[src/rtl/lsu_pkg.sv]
// Shared LSU definitions: funct3 size/sign codes, FSM state encoding and byte-enable constants.
package lsu_pkg;

  localparam logic [2:0] F3Byte  = 3'b000;
  localparam logic [2:0] F3Half  = 3'b001;
  localparam logic [2:0] F3Word  = 3'b010;
  localparam logic [2:0] F3ByteU = 3'b100;
  localparam logic [2:0] F3HalfU = 3'b101;

  localparam logic [3:0] BeNone   = 4'b0000;
  localparam logic [3:0] BeByte0  = 4'b0001;
  localparam logic [3:0] BeLoHalf = 4'b0011;
  localparam logic [3:0] BeHiHalf = 4'b1100;
  localparam logic [3:0] BeAll    = 4'b1111;

  typedef enum logic [1:0] {
    StIdle,
    StReq,
    StWait,
    StDone
  } lsu_state_e;

endpackage

[src/rtl/lsu_align.sv]
// Combinational lane logic: store replication, byte-enable generation, load extraction/extension.
module lsu_align
  import lsu_pkg::*;
(
  input  logic        we_i,
  input  logic [2:0]  funct3_i,
  input  logic [1:0]  adr_lo_i,
  input  logic [31:0] wdata_i,
  input  logic [31:0] rdata_i,
  output logic [3:0]  be_o,
  output logic [31:0] wdata_o,
  output logic [31:0] rdata_o
);

  logic [7:0]  rbyte;
  logic [15:0] rhalf;

  always_comb begin
    unique case (adr_lo_i)
      2'd0:    rbyte = rdata_i[7:0];
      2'd1:    rbyte = rdata_i[15:8];
      2'd2:    rbyte = rdata_i[23:16];
      default: rbyte = rdata_i[31:24];
    endcase
    rhalf = adr_lo_i[1] ? rdata_i[31:16] : rdata_i[15:0];
  end

  // funct3[2] set means zero-extend; unlisted codes fall through to word behaviour.
  always_comb begin
    be_o    = BeAll;
    wdata_o = wdata_i;
    rdata_o = rdata_i;
    case (funct3_i)
      F3Byte, F3ByteU: begin
        if (we_i) be_o = BeByte0 << adr_lo_i;
        wdata_o = {4{wdata_i[7:0]}};
        rdata_o = {{24{rbyte[7] & ~funct3_i[2]}}, rbyte};
      end
      F3Half, F3HalfU: begin
        if (we_i) be_o = adr_lo_i[1] ? BeHiHalf : BeLoHalf;
        wdata_o = {2{wdata_i[15:0]}};
        rdata_o = {{16{rhalf[15] & ~funct3_i[2]}}, rhalf};
      end
      default: ;
    endcase
  end

endmodule

[src/rtl/lsu.sv]
// Load/store unit: one outstanding bus access with sized, sign/zero-extended loads.
// Optional misalignment trap enabled by defining LSU_MISALIGN_TRAP_EN.
module lsu
  import lsu_pkg::*;
(
  input  logic        CLK,
  input  logic        RES,
  input  logic        lsu_req,
  input  logic        lsu_we,
  input  logic [2:0]  lsu_funct3,
  input  logic [31:0] lsu_adr,
  input  logic [31:0] lsu_wdata,
  output logic        lsu_busy,
  output logic        lsu_done,
  output logic [31:0] lsu_rdata,
  output logic        lsu_misalign,
  output logic        data_req,
  input  logic        data_gnt,
  input  logic        data_r_valid,
  output logic [31:0] data_adr,
  output logic [31:0] data_write,
  output logic        data_write_enable,
  output logic [3:0]  data_be,
  input  logic [31:0] data_read
);

  lsu_state_e  state_q, state_d;
  logic        we_q, we_d;
  logic [2:0]  funct3_q, funct3_d;
  logic [1:0]  adr_lo_q, adr_lo_d;
  logic [31:0] data_adr_q, data_adr_d;
  logic [31:0] data_write_q, data_write_d;
  logic        data_we_q, data_we_d;
  logic [3:0]  data_be_q, data_be_d;
  logic [31:0] rdata_q, rdata_d;
  logic        data_req_q, data_req_d;
  logic        busy_q, busy_d;
  logic        done_q, done_d;

  logic        idle;
  logic        misalign_req;
  logic        al_we;
  logic [2:0]  al_funct3;
  logic [1:0]  al_adr_lo;
  logic [3:0]  al_be;
  logic [31:0] al_wdata;
  logic [31:0] al_rdata;

  assign idle = (state_q == StIdle);

  // In IDLE the aligner shapes the incoming store; afterwards it decodes the latched load.
  assign al_we     = idle ? lsu_we : we_q;
  assign al_funct3 = idle ? lsu_funct3 : funct3_q;
  assign al_adr_lo = idle ? lsu_adr[1:0] : adr_lo_q;

  lsu_align u_align (
    .we_i     (al_we),
    .funct3_i (al_funct3),
    .adr_lo_i (al_adr_lo),
    .wdata_i  (lsu_wdata),
    .rdata_i  (data_read),
    .be_o     (al_be),
    .wdata_o  (al_wdata),
    .rdata_o  (al_rdata)
  );

`ifdef LSU_MISALIGN_TRAP_EN
  logic misalign_q, misalign_d;

  always_comb begin
    case (lsu_funct3)
      F3Byte, F3ByteU: misalign_req = 1'b0;
      F3Half, F3HalfU: misalign_req = lsu_adr[0];
      default:         misalign_req = |lsu_adr[1:0];
    endcase
  end

  assign misalign_d = idle & lsu_req & misalign_req;

  always_ff @(posedge CLK or posedge RES) begin
    if (RES) misalign_q <= 1'b0;
    else     misalign_q <= misalign_d;
  end

  assign lsu_misalign = misalign_q;
`else
  assign misalign_req = 1'b0;
  assign lsu_misalign = 1'b0;
`endif

  always_comb begin
    state_d      = state_q;
    we_d         = we_q;
    funct3_d     = funct3_q;
    adr_lo_d     = adr_lo_q;
    data_adr_d   = data_adr_q;
    data_write_d = data_write_q;
    data_we_d    = data_we_q;
    data_be_d    = data_be_q;
    rdata_d      = rdata_q;
    unique case (state_q)
      StIdle: begin
        if (lsu_req) begin
          we_d     = lsu_we;
          funct3_d = lsu_funct3;
          adr_lo_d = lsu_adr[1:0];
          if (misalign_req) begin
            state_d = StDone;
            rdata_d = '0;
          end else begin
            state_d      = StReq;
            data_adr_d   = {lsu_adr[31:2], 2'b00};
            data_write_d = al_wdata;
            data_we_d    = lsu_we;
            data_be_d    = al_be;
          end
        end
      end
      StReq: begin
        if (data_gnt) begin
          if (data_r_valid) begin
            state_d = StDone;
            if (!we_q) rdata_d = al_rdata;
          end else begin
            state_d = StWait;
          end
        end
      end
      StWait: begin
        if (data_r_valid) begin
          state_d = StDone;
          if (!we_q) rdata_d = al_rdata;
        end
      end
      StDone:  state_d = StIdle;
      default: state_d = StIdle;
    endcase
    data_req_d = (state_d == StReq);
    busy_d     = (state_d != StIdle);
    done_d     = (state_d == StDone);
  end

  always_ff @(posedge CLK or posedge RES) begin
    if (RES) begin
      state_q      <= StIdle;
      we_q         <= 1'b0;
      funct3_q     <= F3Word;
      adr_lo_q     <= 2'b00;
      data_adr_q   <= '0;
      data_write_q <= '0;
      data_we_q    <= 1'b0;
      data_be_q    <= BeNone;
      rdata_q      <= '0;
      data_req_q   <= 1'b0;
      busy_q       <= 1'b0;
      done_q       <= 1'b0;
    end else begin
      state_q      <= state_d;
      we_q         <= we_d;
      funct3_q     <= funct3_d;
      adr_lo_q     <= adr_lo_d;
      data_adr_q   <= data_adr_d;
      data_write_q <= data_write_d;
      data_we_q    <= data_we_d;
      data_be_q    <= data_be_d;
      rdata_q      <= rdata_d;
      data_req_q   <= data_req_d;
      busy_q       <= busy_d;
      done_q       <= done_d;
    end
  end

  assign lsu_busy          = busy_q;
  assign lsu_done          = done_q;
  assign lsu_rdata         = rdata_q;
  assign data_req          = data_req_q;
  assign data_adr          = data_adr_q;
  assign data_write        = data_write_q;
  assign data_write_enable = data_we_q;
  assign data_be           = data_be_q;

endmodule

[config.mk]
export PLATFORM = sky130hd
export DESIGN_NAME = lsu
export DESIGN_NICKNAME = d
export VERILOG_FILES = /design/src/rtl/lsu_pkg.sv /design/src/rtl/lsu_align.sv /design/src/rtl/lsu.sv
export SDC_FILE = /design/constraint.sdc
export NUM_CORES = 1
export LEC_CHECK = 0
export ABC_AREA = 1
export BUFFER_PORTS_ARGS = -buffer_cell sky130_fd_sc_hd__buf_2
export CAP_MARGIN = 20
export CORE_ASPECT_RATIO = 0.75
export CORE_UTILIZATION = 35
export CTS_CLUSTER_SIZE = 8
export DETAILED_ROUTE_END_ITERATION = 12
export GPL_TIMING_DRIVEN = 1
export PLACE_DENSITY = 0.62
export SLEW_MARGIN = 20
export SYNTH_ARGS = -nofsm -noshare
export SYNTH_HDL_FRONTEND = slang
export SYNTH_HIERARCHICAL = 1
export SYNTH_SLANG_ARGS = --single-unit
[constraint.sdc]
create_clock -name CLK -period 7.4 [get_ports CLK]
set_input_delay 0 -clock CLK [delete_from_list [all_inputs] [get_ports CLK]]
set_output_delay 0 -clock CLK [all_outputs]
set_load 0.01 [all_outputs]
==> impl_metrics.py, run 1 <==
metrics = {
    "run_status": {
        "outcome": "completed",
    },
    "sta": {
        "worst_pin_slew_ns": 1.043,
        "relSlewSlack_pct": 30.23,
        "slew_violations": 0,
        "fin_crit_ns": 3.332,
        "final.setup_skew_ns": 0.01048,
        "final.setup.tns_ns": 0,
        "hold_viol_final": 0,
        "rsz0062_at_grt": "no",
        "post-route-period-util_pct": 45.03,
        "setup_violations": 0,
        "max_freq_ghz": 0.3001,
    },
    "clocking": {
        "cts_resized": 0,
        "path_clk_slew_ns": 0.08,
        "numCtsBuffers": 9,
        "clk_latency_ns": 0.35,
        "htreeDepth": 3,
        "cts_max_path_buffers": 2,
        "clockRootBuffer": "clkbuf_16",
        "ctsHoldBuffers": 60,
        "cts_tree": "built",
        "post_cts_buffers": 0,
        "cts.sinks": 109,
    },
    "grt": {
        "grt_max_degree": 80,
        "grt.total_usage_pct": 18.75,
        "grt_pass1_vias": 4663,
        "antenna_found_initial": 0,
        "grt_overflow": 0,
        "grt_pass1_wl_um": 23410,
    },
    "pwr": {
        "intPower_uw": 1772,
        "seqPwrFrac_pct": 33.0,
        "switching_power_uw": 1304,
        "swShare_pct": 42.39,
        "leakagePower_uw": 0.003885,
        "clkPwrFrac_pct": 15.3,
        "ir_drop_uv": 196.4,
        "cellPowerDensity_mw_per_mm2": 417.6,
        "comb_power_share_pct": 51.7,
    },
    "setup_path": {
        "cp_cell_sequence": "inv_1, ha_1, inv_2, o21ai_0, inv_1, nor2_1, nand3_2, nand3_1, inv_1, o21ai_0",
        "cp.arrival_ns": 3.57,
        "timing.rr.end": "lsu_rdata[24]",
        "worstPathRequired_ns": 7.64,
        "r2r_start": "state_q[0]",
        "path_class": "register to register",
        "reg2regPathDepth": 10,
        "crit_path_end_kind": "register",
        "crit_family": "simple AND/OR/NAND/NOR gates",
        "crit_top_cell": "inv_1",
        "cp_slowest_cell": "nor2_1",
        "cp-start-kind": "register",
        "path_max_fanout": 16,
        "r2r_slack_ns": 4.07,
        "path_buf_inv": 4,
        "critPathMaxStageDelay_ns": 0.79,
    },
    "detailed_routing": {
        "drt_iter0_drc": 186,
        "wl_per_cell_um": 14.49,
        "ant_nets": 0,
        "drc": 0,
        "num_vias": 4839,
        "routed_wl_um": 15120,
        "first_pass_iters": 4,
        "viasPerCell": 4.635,
    },
    "synthesis": {
        "synth_area_leaders": "dfrtp_1 (49%), mux2_2 (14%), nand2_1 (12%), o21ai_0 (4.5%), inv_1 (4.1%)",
        "yosys.area.top_type": "dfrtp_1",
        "synth_warnings": 6,
        "ys_types": 25,
        "synth-seq-area-share_pct": 49.90,
        "synth_top_area_share_pct": 49.42,
        "syn_area_mm2": 0.005469,
        "synth_cells": 592,
        "syn_area_per_cell_um2": 9.238,
        "synth-seq-cells": 109,
    },
    "run": {
        "maxCapViolations": 0,
    },
    "final_layout": {
        "final_common_cell": "buf_2",
        "layout-drive-gt1-share_pct": 35.88,
        "final_net_count": 942,
        "diodes": 0,
        "layout_common_cells": "buf_2 (206), nand2_1 (170), dfrtp_1 (108)",
        "finalInstanceArea_mm2": 0.007366,
        "area_growth_pct": 34.68,
        "final_cells": 1044,
    },
    "min_path": {
        "hold_path_class": "primary input to register",
        "hold_start": "lsu_wdata[31]",
        "holdPathStages": 4,
        "hold-path-endpoint": "data_write[31]",
    },
    "placed_design": {
        "placed_area_mm2": 0.006485,
        "routabilityCongestion": 0.8056,
        "hpwl_um": 10350,
        "dp_cells": 968,
        "io_buffer_count": 206,
    },
    "floorplanning": {
        "start_util_pct": 35.92,
        "ioPinCount": 210,
        "die_w_um": 146.3,
        "floorplan.die_area_mm2": 0.01613,
        "rows": 39,
        "die_y_um": 110.3,
        "core_area_mm2": 0.01522,
    },
}
## cell type report
class                           instances  area (µm²)
Clock buffer                           10       229.0
Fill cell                            1491        7859
Inverter                               63       239.0
Sequential cell                       109        2729
Timing Repair Buffer                  269        1654
Multi-Input combinational cell        382        2207
Clock inverter                          6       51.30
Tap cell                              205       256.5
## flip-flops by register name, summed over array words and instances (netlist names)
signal,count
funct3_q,3
state_q,2
lsu_busy,1
data_write_enable,1
data_be,4
data_write,32
adr_lo_q,2
data_req,1
data_adr,30
lsu_rdata,32
lsu_done,1
## how the worst max path moves through the flow
stage	slack (ns)	start	cells after the start	endpoint
finish	4.07	state_q[0]	10	lsu_rdata[24]
global route	3.70	state_q[0]	10	lsu_rdata[18]
CTS	4.03	state_q[0]	10	lsu_rdata[17]
detailed placement	4.05	state_q[0]	10	lsu_rdata[17]
global placement	4.27	state_q[0]	10	lsu_rdata[19]
floorplan	4.53	RES	1	adr_lo_q[0]
## routing by layer
metal	GRT usage (%)	wire length, µm	up-vias	part of all wire [%]
met4	5.655	229	0	1.5
met3	6.132	1145	15	7.6
met2	30.54	7014	165	46
met5	0	0	-	0
met1	23.85	6733	2290	45
li1	-	-	2369	-
## kinds of logic after synthesis
family | after synthesis | synth area share (%)
DFF | 109 | 49.90
buffers and inverters | 103 | 10.09
AOI/OAI and AO/OA | 79 | 8.167
and+or+nand+nor | 231 | 17.50
adders and majority gates | 3 | 0.6864
muxes | 66 | 13.59
other | 1 | 0.06857
## synth_stat cells (all sizes together)
cell and count:
clkbuf 14, dfrtp 108, dfstp 1, conb 1, inv 63, nand4 1, nand3 33, a21oi 5
ha 3, o31ai 7, o21ai 53, mux2 66, buf 26, nor2 26, nand2 171, o211ai 6
a31oi 1, a21boi 7
## tightest hold or removal path: stages
cell      delay (ns)
buf_2           0.08
nand2_1         0.05
o211ai_1        0.07
mux2_2          0.15
## power groups by stage
stage,Combinational (µW),Clock (µW),Sequential [µW]
3_3_place_gp,1570,0,1010
6_report,1590,470,1010
5_1_grt,1790,510,1050
2_1_floorplan,980,0,1140
4_1_cts,1610,489,1010
3_5_place_dp,1580,0,1020
## through the flow
stage | hold WS (ns) | worst slack (ns) | util [%] | total power [µW]
global placement | 0.1000 | 4.265 | 42.60 | 2581
detailed placement | 0.1037 | 4.051 | 42.60 | 2598
global route | 0.03721 | 3.696 | 48.38 | 3347
CTS | 0.01056 | 4.026 | 48.38 | 3109
finish | 0.02625 | 4.068 | 48.38 | 3076
floorplan | 0.1300 | 4.528 | - | 2119
Note: power is estimated with default switching activity, not from simulation.
==> run 2: changes to the inputs <==
Settings changed: ABC_AREA 1 to 0.
Clock period 7.4 ns to 3.38 ns, I/O delays scaled along.
==> run 2 against run 1 <==
Count of clock-buffer cells in the layout increased by 1. Register-to-register slack got worse by 3.5 ns. Setup slack got worse by 3.5 ns. Final area increased by 0.73%. Largest power group unchanged. Highest routed layer unchanged. Flip-flop and latch count unchanged. Critical endpoint is now lsu_rdata[4]. Area after synthesis increased by 0.21%.
==> impl_metrics.py, run 2 <==
metrics = {
    "sta": {
        "final.setup.tns_ns": 0,
        "worst_pin_slew_ns": 0.6765,
        "max_freq_ghz": 0.3610,
        "hold_viol_final": 0,
        "final.setup_skew_ns": 0.008266,
        "relSlewSlack_pct": 54.81,
        "fin_crit_ns": 2.770,
        "slew_violations": 0,
        "post-route-period-util_pct": 81.96,
        "rsz0062_at_grt": "no",
        "setup_violations": 0,
    },
    "min_path": {
        "holdPathStages": 3,
        "hold_path_class": "primary input to register",
        "hold_start": "lsu_wdata[20]",
        "hold-path-endpoint": "data_write[20]",
    },
    "setup_path": {
        "cp-start-kind": "register",
        "timing.rr.end": "lsu_rdata[4]",
        "cp_cell_sequence": "inv_1, ha_1, buf_4, mux2_2, nor2b_1, and2_0, a221o_1, mux2_2",
        "critPathMaxStageDelay_ns": 0.49,
        "cp_slowest_cell": "mux2_2",
        "crit_top_cell": "mux2_2",
        "r2r_start": "state_q[0]",
        "crit_family": "multiplexers",
        "cp.arrival_ns": 3.01,
        "reg2regPathDepth": 8,
        "worstPathRequired_ns": 3.62,
        "path_max_fanout": 14,
        "r2r_slack_ns": 0.61,
        "cp.depth": 8,
        "path_class": "register to register",
        "path_buf_inv": 2,
        "crit_path_end_kind": "register",
    },
    "pwr": {
        "clkPwrFrac_pct": 16.3,
        "leakagePower_uw": 0.003494,
        "swShare_pct": 37.31,
        "cellPowerDensity_mw_per_mm2": 933.0,
        "comb_power_share_pct": 50.7,
        "seqPwrFrac_pct": 33.0,
        "intPower_uw": 4340,
        "ir_drop_uv": 402.7,
        "switching_power_uw": 2583,
    },
    "clocking": {
        "numCtsBuffers": 9,
        "cts_resized": 0,
        "cts.sinks": 109,
        "clk_latency_ns": 0.35,
        "clockRootBuffer": "clkbuf_16",
        "cts_max_path_buffers": 2,
        "cts_tree": "built",
        "htreeDepth": 3,
        "path_clk_slew_ns": 0.07,
        "post_cts_buffers": 0,
    },
    "detailed_routing": {
        "wl_per_cell_um": 16.59,
        "drc": 0,
        "viasPerCell": 4.894,
        "first_pass_iters": 5,
        "drt_iter0_drc": 151,
        "top_layer_used": "met4",
        "ant_nets": 0,
        "wl_met3_um": 1140,
        "met2_length_um": 6793,
        "num_vias": 4282,
        "routed_wl_um": 14520,
        "drt-met1-wl_um": 6399,
    },
    "synthesis": {
        "yosys_most_used_dff": "dfrtp_1",
        "ys_types": 40,
        "synth_area_leaders": "dfrtp_1 (49%), mux2_2 (26%), mux2i_1 (2.9%), buf_4 (2.9%), nand2_1 (2.6%)",
        "synth_edf_count": 0,
        "synth_top_area_share_pct": 49.32,
        "yosys.area.top_type": "dfrtp_1",
        "synth_warnings": 6,
        "syn_area_per_cell_um2": 12.77,
        "synth-seq-cells": 109,
        "async_flop_share_pct": 100.0,
        "syn_area_mm2": 0.005480,
        "ys_top_cells_by_count": "mux2_2 (126), dfrtp_1 (108), nand2_1 (38)",
        "synth-seq-area-share_pct": 49.79,
        "yosysMostFrequentCell": "mux2_2",
        "synth_cells": 429,
    },
    "floorplanning": {
        "ioPinCount": 210,
        "rows": 39,
        "core_area_mm2": 0.01527,
        "die_y_um": 110.4,
        "start_util_pct": 35.88,
        "die_w_um": 146.5,
        "floorplan.die_area_mm2": 0.01617,
    },
    "grt": {
        "antenna_found_initial": 0,
        "grt_pass1_wl_um": 22740,
        "grt_overflow": 0,
        "grt.total_usage_pct": 18.14,
        "grt_pass1_vias": 4363,
        "grt_max_degree": 110,
    },
    "final_layout": {
        "final_net_count": 774,
        "area_growth_pct": 35.39,
        "final_cells": 875,
        "layout-drive-gt1-share_pct": 56.27,
        "layout_common_cells": "buf_2 (206), mux2_2 (126), dfrtp_1 (108)",
        "final_common_cell": "buf_2",
        "diodes": 0,
        "post-route-util_pct": 48.58,
    },
    "placed_design": {
        "routabilityCongestion": 0.8162,
        "io_buffer_count": 206,
        "dp_cells": 808,
        "hpwl_um": 10240,
    },
    "run": {
        "maxCapViolations": 0,
    },
    "run_status": {
        "outcome": "completed",
    },
}
## run 2: routing by layer
| metal | up-vias | global-route usage, % |
|---|---|---|
| li1 | 2005 | - |
| met1 | 2113 | 23.23 |
| met2 | 151 | 28.81 |
| met3 | 13 | 6.502 |
| met4 | 0 | 5.729 |
| met5 | - | 0 |
## run 2: metrics by stage
step / power, µW / setup WS [ns] / cell area [µm²] / hold WS (ns)
4_1_cts: 6993 / 0.6231 / 7420 / 0.0008373
3_3_place_gp: 5669 / 0.7466 / 6584 / 0.1815
6_report: 6922 / 0.6099 / 7420 / 0.01459
5_1_grt: 7423 / 0.4794 / 7420 / 0.01361
2_1_floorplan: 4694 / 0.5077 / 5488 / 0.1516
3_5_place_dp: 5779 / 0.6425 / 6584 / 0.1986
## run 2: worst max path at each step
stage / from / to
6_report: state_q[0] / lsu_rdata[4]
5_1_grt: state_q[1] / lsu_rdata[4]
4_1_cts: state_q[0] / lsu_rdata[4]
3_5_place_dp: state_q[0] / lsu_rdata[4]
3_3_place_gp: state_q[0] / lsu_rdata[5]
2_1_floorplan: RES / adr_lo_q[0]
## run 2: worst min-delay path: cells and delay by family
| family | cells | cell delay (ns) |
|---|---|---|
| muxes | 2 | 0.25 |
| buffers and inverters | 1 | 0.07 |
## run 2: cell type report
class,instances,area [µm²]
inverters,7,28.78
repair buffers,267,1644
well taps,205,256.5
fillers,1372,7854
clock inverters,4,72.57
clock buffers,11,242.7
flip-flops and latches,109,2729
multi-input cells,272,2446
## run 2: cell families (layout without fill, tap and decap cells)
group | Yosys count | count (layout) | share of synthesized area [%]
fa+ha+maj | 3 | 3 | 0.6850
flops | 109 | 109 | 49.79
buf+inv | 50 | 289 | 5.730
other cells | 1 | 3 | 0.06843
compound gates | 59 | 59 | 9.064
mux | 144 | 144 | 29.22
simple gates | 63 | 63 | 5.434
## run 2: power groups by stage
stage	clock [µW]	combinational [µW]	sequential, µW
after floorplan	0	2130	2560
after global placement	0	3400	2270
after detailed placement	0	3480	2300
after CTS	1170	3530	2290
after global routing	1220	3830	2370
final	1130	3510	2280
## run 2: repair_timing
item / CTS / global route
hold buffers: 52 / 0
endpoints found under the hold margin: 159 / 0
setup endpoints to repair: 0 / 0
